### src/rtl/q15_pkg.sv
// Shared Q15 fixed-point definitions: 64-bit signed, 48 fraction bits.
// Special encodings are only flagged by the scheduler. They are never interpreted.
package q15_pkg;

  localparam int          Q15_W       = 64;
  localparam int          Q15_FRAC    = 48;
  localparam logic [63:0] Q15_NAN     = 64'h8000000000000000;
  localparam logic [63:0] Q15_POS_INF = 64'h7fffffffffffffff;
  localparam logic [63:0] Q15_NEG_INF = 64'hffffffffffffffff;

  function automatic logic q15_is_nan(input logic [Q15_W-1:0] v);
    return v == Q15_NAN;
  endfunction

endpackage

### src/rtl/rr_pick.sv
// Round-robin picker: returns the first eligible index at or after ptr_i,
// wrapping at N, as a one-hot grant, a binary index and an any flag.
module rr_pick #(
  parameter  int N  = 4,
  localparam int PW = $clog2(N)
) (
  input  logic [N-1:0]  elig_i,
  input  logic [PW-1:0] ptr_i,
  output logic [N-1:0]  grant_o,
  output logic [PW-1:0] idx_o,
  output logic          any_o
);

  int            j;
  logic [PW-1:0] jj;

  // Scan N positions starting at the pointer and stop at the first eligible one.
  always_comb begin
    grant_o = '0;
    idx_o   = '0;
    any_o   = 1'b0;
    j       = 0;
    jj      = '0;
    for (int k = 0; k < N; k++) begin
      j = int'(ptr_i) + k;
      if (j >= N) j = j - N;
      jj = PW'(j);
      if (!any_o && elig_i[jj]) begin
        any_o       = 1'b1;
        grant_o[jj] = 1'b1;
        idx_o       = jj;
      end
    end
  end

endmodule

### src/rtl/q15_mul_scheduler.sv
// Shares one external combinational Q15 multiplier between NREQ requesters.
// Round-robin issue with one op per cycle. Each requester has at most one op outstanding.
// After the issue register there are MUL_LAT result stages, and the response comes from the last stage.
// Optional feature: define Q15_MUL_SCHED_STATS_EN to add stat_issue/stat_conflict counters.
module q15_mul_scheduler
  import q15_pkg::*;
#(
  parameter int NREQ    = 4,
  parameter int MUL_LAT = 2
) (
  input  logic                  clk,
  input  logic                  reset,
  input  logic [NREQ-1:0]       req_valid,
  output logic [NREQ-1:0]       req_ready,
  input  logic [NREQ*Q15_W-1:0] req_a,
  input  logic [NREQ*Q15_W-1:0] req_b,
  output logic [Q15_W-1:0]      mul_a,
  output logic [Q15_W-1:0]      mul_b,
  input  logic [Q15_W-1:0]      mul_res,
  output logic [NREQ-1:0]       rsp_valid,
  output logic [Q15_W-1:0]      rsp_res,
  output logic                  rsp_nan
`ifdef Q15_MUL_SCHED_STATS_EN
  ,
  output logic [31:0]           stat_issue,
  output logic [31:0]           stat_conflict
`endif
);

  localparam int PW = $clog2(NREQ);

  logic [NREQ-1:0]                 elig, grant;
  logic [PW-1:0]                   gidx;
  logic                            gany;

  logic [NREQ-1:0]                 busy_q, busy_d;
  logic [PW-1:0]                   ptr_q, ptr_d;
  logic                            iss_vld_q;
  logic [PW-1:0]                   iss_tag_q;
  logic [Q15_W-1:0]                mul_a_q, mul_b_q;
  logic [MUL_LAT:1]                vld_q;
  logic [MUL_LAT:1][PW-1:0]        tag_q;
  logic [MUL_LAT:1][Q15_W-1:0]     res_q;

  // A requester that still has an op in flight cannot be granted. This also covers its own response cycle.
  assign elig = req_valid & ~busy_q;

  rr_pick #(.N(NREQ)) u_pick (
    .elig_i  (elig),
    .ptr_i   (ptr_q),
    .grant_o (grant),
    .idx_o   (gidx),
    .any_o   (gany)
  );

  // The grant doubles as ready, so any asserted ready bit is a completed handshake.
  assign req_ready = grant;
  assign mul_a     = mul_a_q;
  assign mul_b     = mul_b_q;

  // Next pointer and busy set. A requester's busy bit is released at the end of its response cycle.
  always_comb begin
    ptr_d  = ptr_q;
    busy_d = busy_q;
    if (vld_q[MUL_LAT]) busy_d[tag_q[MUL_LAT]] = 1'b0;
    if (gany) begin
      busy_d[gidx] = 1'b1;
      ptr_d        = (gidx == PW'(NREQ-1)) ? '0 : gidx + PW'(1);
    end
  end

  // Issue register, result shift pipeline and arbitration state. The pipeline never stalls.
  always_ff @(posedge clk) begin
    if (reset) begin
      busy_q    <= '0;
      ptr_q     <= '0;
      iss_vld_q <= 1'b0;
      iss_tag_q <= '0;
      mul_a_q   <= '0;
      mul_b_q   <= '0;
      vld_q     <= '0;
      tag_q     <= '0;
      res_q     <= '0;
    end else begin
      busy_q    <= busy_d;
      ptr_q     <= ptr_d;
      iss_vld_q <= gany;
      if (gany) begin
        iss_tag_q <= gidx;
        mul_a_q   <= req_a[int'(gidx)*Q15_W +: Q15_W];
        mul_b_q   <= req_b[int'(gidx)*Q15_W +: Q15_W];
      end
      vld_q[1] <= iss_vld_q;
      tag_q[1] <= iss_tag_q;
      res_q[1] <= mul_res;
      for (int k = 2; k <= MUL_LAT; k++) begin
        vld_q[k] <= vld_q[k-1];
        tag_q[k] <= tag_q[k-1];
        res_q[k] <= res_q[k-1];
      end
    end
  end

  // Response decode from the final stage. The result is forced to zero when no response is valid.
  always_comb begin
    rsp_valid = '0;
    rsp_res   = '0;
    rsp_nan   = 1'b0;
    if (vld_q[MUL_LAT]) begin
      rsp_valid[tag_q[MUL_LAT]] = 1'b1;
      rsp_res                   = res_q[MUL_LAT];
      rsp_nan                   = q15_is_nan(res_q[MUL_LAT]);
    end
  end

`ifdef Q15_MUL_SCHED_STATS_EN
  logic [31:0] stat_issue_q, stat_conflict_q;

  // Wrapping counters: one counts handshakes, the other counts cycles with two or more eligible requesters.
  always_ff @(posedge clk) begin
    if (reset) begin
      stat_issue_q    <= '0;
      stat_conflict_q <= '0;
    end else begin
      if (gany) stat_issue_q <= stat_issue_q + 32'd1;
      if ($countones(elig) >= 2) stat_conflict_q <= stat_conflict_q + 32'd1;
    end
  end

  assign stat_issue    = stat_issue_q;
  assign stat_conflict = stat_conflict_q;
`endif

endmodule

### config.mk
export PLATFORM = sky130hd
export DESIGN_NAME = q15_mul_scheduler
export DESIGN_NICKNAME = d
export VERILOG_FILES = /design/src/rtl/q15_pkg.sv /design/src/rtl/rr_pick.sv /design/src/rtl/q15_mul_scheduler.sv
export SDC_FILE = /design/constraint.sdc
export NUM_CORES = 1
export LEC_CHECK = 0
export CORE_AREA = 2 2 305 307
export CTS_BUF_LIST = sky130_fd_sc_hd__clkbuf_4 sky130_fd_sc_hd__clkbuf_8
export CTS_CLUSTER_SIZE = 20
export DETAILED_ROUTE_END_ITERATION = 8
export DIE_AREA = 0 0 307 309
export GPL_TIMING_DRIVEN = 0
export PLACE_DENSITY_LB_ADDON = 0.12
export SYNTH_ARGS = -nofsm -noshare
export SYNTH_HDL_FRONTEND = slang
export SYNTH_HIERARCHICAL = 1
export SYNTH_SLANG_ARGS = --single-unit
### constraint.sdc
create_clock -name clk -period 4.8 [get_ports clk]
set_clock_uncertainty 0.05 [all_clocks]
set_input_delay 0.96 -clock clk [delete_from_list [all_inputs] [get_ports clk]]
set_output_delay 0.96 -clock clk [all_outputs]
set_load 0.005 [all_outputs]
==> qor.csv <==
metric;value;unit
ys_seq_area_share;41.9;%
detail-route-antenna-nets;0;
syn_to_final_growth;82.0;%
post_cts_resized;0;
die_area;94900;um2
cts_buffer_depth;3;
cp-endpoint;req_ready[3];
multiInputGateArea;6920;um2
synth_fp_nets;1807;
grt_pass1_vias;13600;
fill_cells;9742;
overflow;0;
synth.most_common_cell;dfxtp_1;
netlist_instances;1216;
drive_gt1_share;12.7;%
final_core_util;25.8;%
powerDensity;627;nW/um2
grt_pass1_wl;102;mm
drtIter0Drc;395;
cts.sink_count;271;
synth_area_leaders;dfxtp_1 42%, nor2b_1 11%, mux2i_1 10%, mux4_2 9.2%, mux2_2 4.0%;
period_needed;4.46;ns
ir_drop;0.480;mV
rsz0062_at_grt;no;
setup_violations;0;
worstRegToRegCells;12;
cts_setup_buffers;0;
grt_util_all_layers;15.1;%
worst_pin_slew;1.03;ns
clkSlewWorstSetupHoldPaths;0.06;ns
routed_wl;75.2;mm
relSlewSlack;31.1;%
drc_errors;0;
cp-start-kind;input pin;
htree_levels;2;
fin_setup_tns;0;ns
seq_area;5430;um2
antenna_found_initial;15;
path_max_fanout;10;
start_util;14.2;%
r2r-start;ptr_q[1]$_SDFFE_PP0P_;
cts_tree;done;
synth-async-reset-ratio;0;%
synth_top_cell_by_area;dfxtp_1;
cts-root-buf;clkbuf_8;
rows;111;
holdBufCountCts;0;
max_freq;224;MHz
vias;12500;
p_leak;8.90;nW
final_hold_viol_count;0;
die_w;307;um
cts_made_buffers;54;
hpwl;62.6;mm
run_status;completed;
placed_cell_area;22200;um2
gp_congestion;0.870;
grt_max_degree;16;
endpoint_kind;output pin;
r2r_end;mul_a[2]$_SDFFE_PP0P_;
dieHeight;309;um
syn_area;12900;um2
finalCritPeriodShare;92.9;%
holdCritPathClass;reg2reg;
dr.pass1.iters;4;
slew_viol_final;0;
drv_cap;0;
yosys.area.top_type_share;41.9;%
ioPinCount;783;
syn_area_per_cell;10.6;um2
synth_warnings;6;
detail_route.wl_per_cell;22.8;um
synth_flop_cell;dfxtp_1;
ys_top_cells_by_count;271 x dfxtp_1, 221 x nor2b_1, 134 x mux2i_1;
arrival;3.45;ns
ys_ff_latch;271;
core-area;91400;um2
finalNetCount;2644;
clkLatencyLatePin;0.62;ns
port-buffer-count;781;
synth-edff-count;0;
cp.required;3.79;ns
critPathLaunch;req_valid[2];
ys_types;39;
rrSetupSlack;0.55;ns
viasPerCell;3.80;
worst-setup-path-type;in2out;
final_area;23600;um2
[cell type report]
| cell class | count | share of cell area [%] |
|---|---|---|
| inverters | 7 | 0.112 |
| plain buffers | 101 | 2.40 |
| repair buffers | 781 | 33.2 |
| flip-flops and latches | 271 | 23.0 |
| multi-input cells | 837 | 29.4 |
| clock inverters | 18 | 1.09 |
| well taps | 1186 | 6.30 |
| diodes | 12 | 0.128 |
| clock buffers | 79 | 4.35 |
[flip-flops by register name, indices dropped and copies added, names as in the netlist]
register and flops:
ptr_q 2, tag_q 4, vld_q 2, iss_tag_q 2
iss_vld_q 1, mul_a 64, res_q 128, busy_q 4
mul_b 64
[layout by cell type, fill, tap and decap left out, drive strengths merged, types with 2 or more instances in the layout]
cell	n
a21oi	79
mux2i	134
o21ai	8
nor3	2
a22oi	8
mux4	55
nor4	16
nand3	2
nand4	2
ha	9
nor2	63
nand2	7
clkbuf	132
clkinv	9
nor2b	221
buf	48
and2	64
diode	12
mux2	78
clkdlybuf4s50	781
dfxtp	271
inv	10
nand2b	2
bufinv	6
o22ai	77
[cells by family (layout without fill, tap and decap cells)]
family          Yosys count  count (layout)  synth area share, %
simple gates            385             385                 17.5
buf+inv                 108             986                 4.56
other cells               0              12                    0
compound gates          176             176                 7.81
flops                   271             271                 41.9
mux                     267             267                 27.4
fa+ha+maj                 9               9                0.870
[worst min path at each step]
stage	slack (ns)	depth (start not counted)	end	from
3_5_place_dp	0.37	1	res_q[106]$_SDFF_PP0_	res_q[42]$_SDFF_PP0_
4_1_cts	0.38	1	res_q[106]$_SDFF_PP0_	res_q[42]$_SDFF_PP0_
5_1_grt	0.40	1	res_q[123]$_SDFF_PP0_	res_q[59]$_SDFF_PP0_
6_report	0.38	1	res_q[65]$_SDFF_PP0_	res_q[1]$_SDFF_PP0_
3_3_place_gp	0.37	1	res_q[105]$_SDFF_PP0_	res_q[41]$_SDFF_PP0_
2_1_floorplan	0.36	1	res_q[100]$_SDFF_PP0_	res_q[36]$_SDFF_PP0_
[routing by layer]
metal / global-route usage [%] / vias to the layer above / part of all wire [%]
met3: 4.33 / 76 / 6.5
met1: 17.7 / 5995 / 41
met4: 3.97 / 10 / 1.7
met2: 26.9 / 448 / 51
li1: - / 5997 / -
met5: 0 / - / 0.10
[worst max-delay path, cell delays in order]
cell	delay, ns
clkdlybuf4s50_1	0.42
nor2b_1	0.18
mux4_2	0.49
buf_6	0.16
nor4b_4	0.37
a22oi_1	0.13
o21ai_0	0.13
clkdlybuf4s50_1	0.61
[power by group]
group,internal (W),switching [W]
logic,0.00438,0.00450
clock network,0.00170,0.00112
registers,0.00280,0.000266
total,0.00888,0.00589
[metrics by stage]
stage	cells	total power [W]	setup slack [ns]	hold WS, ns
after floorplan	1216	0.00850	1.19	0.364
after global placement	3183	0.0122	-0.252	0.369
after detailed placement	3183	0.0122	-0.298	0.370
after CTS	3280	0.0152	0.275	0.383
after global routing	3288	0.0158	0.142	0.401
final	3292	0.0148	0.342	0.380
(Power assumes the default switching activity.)
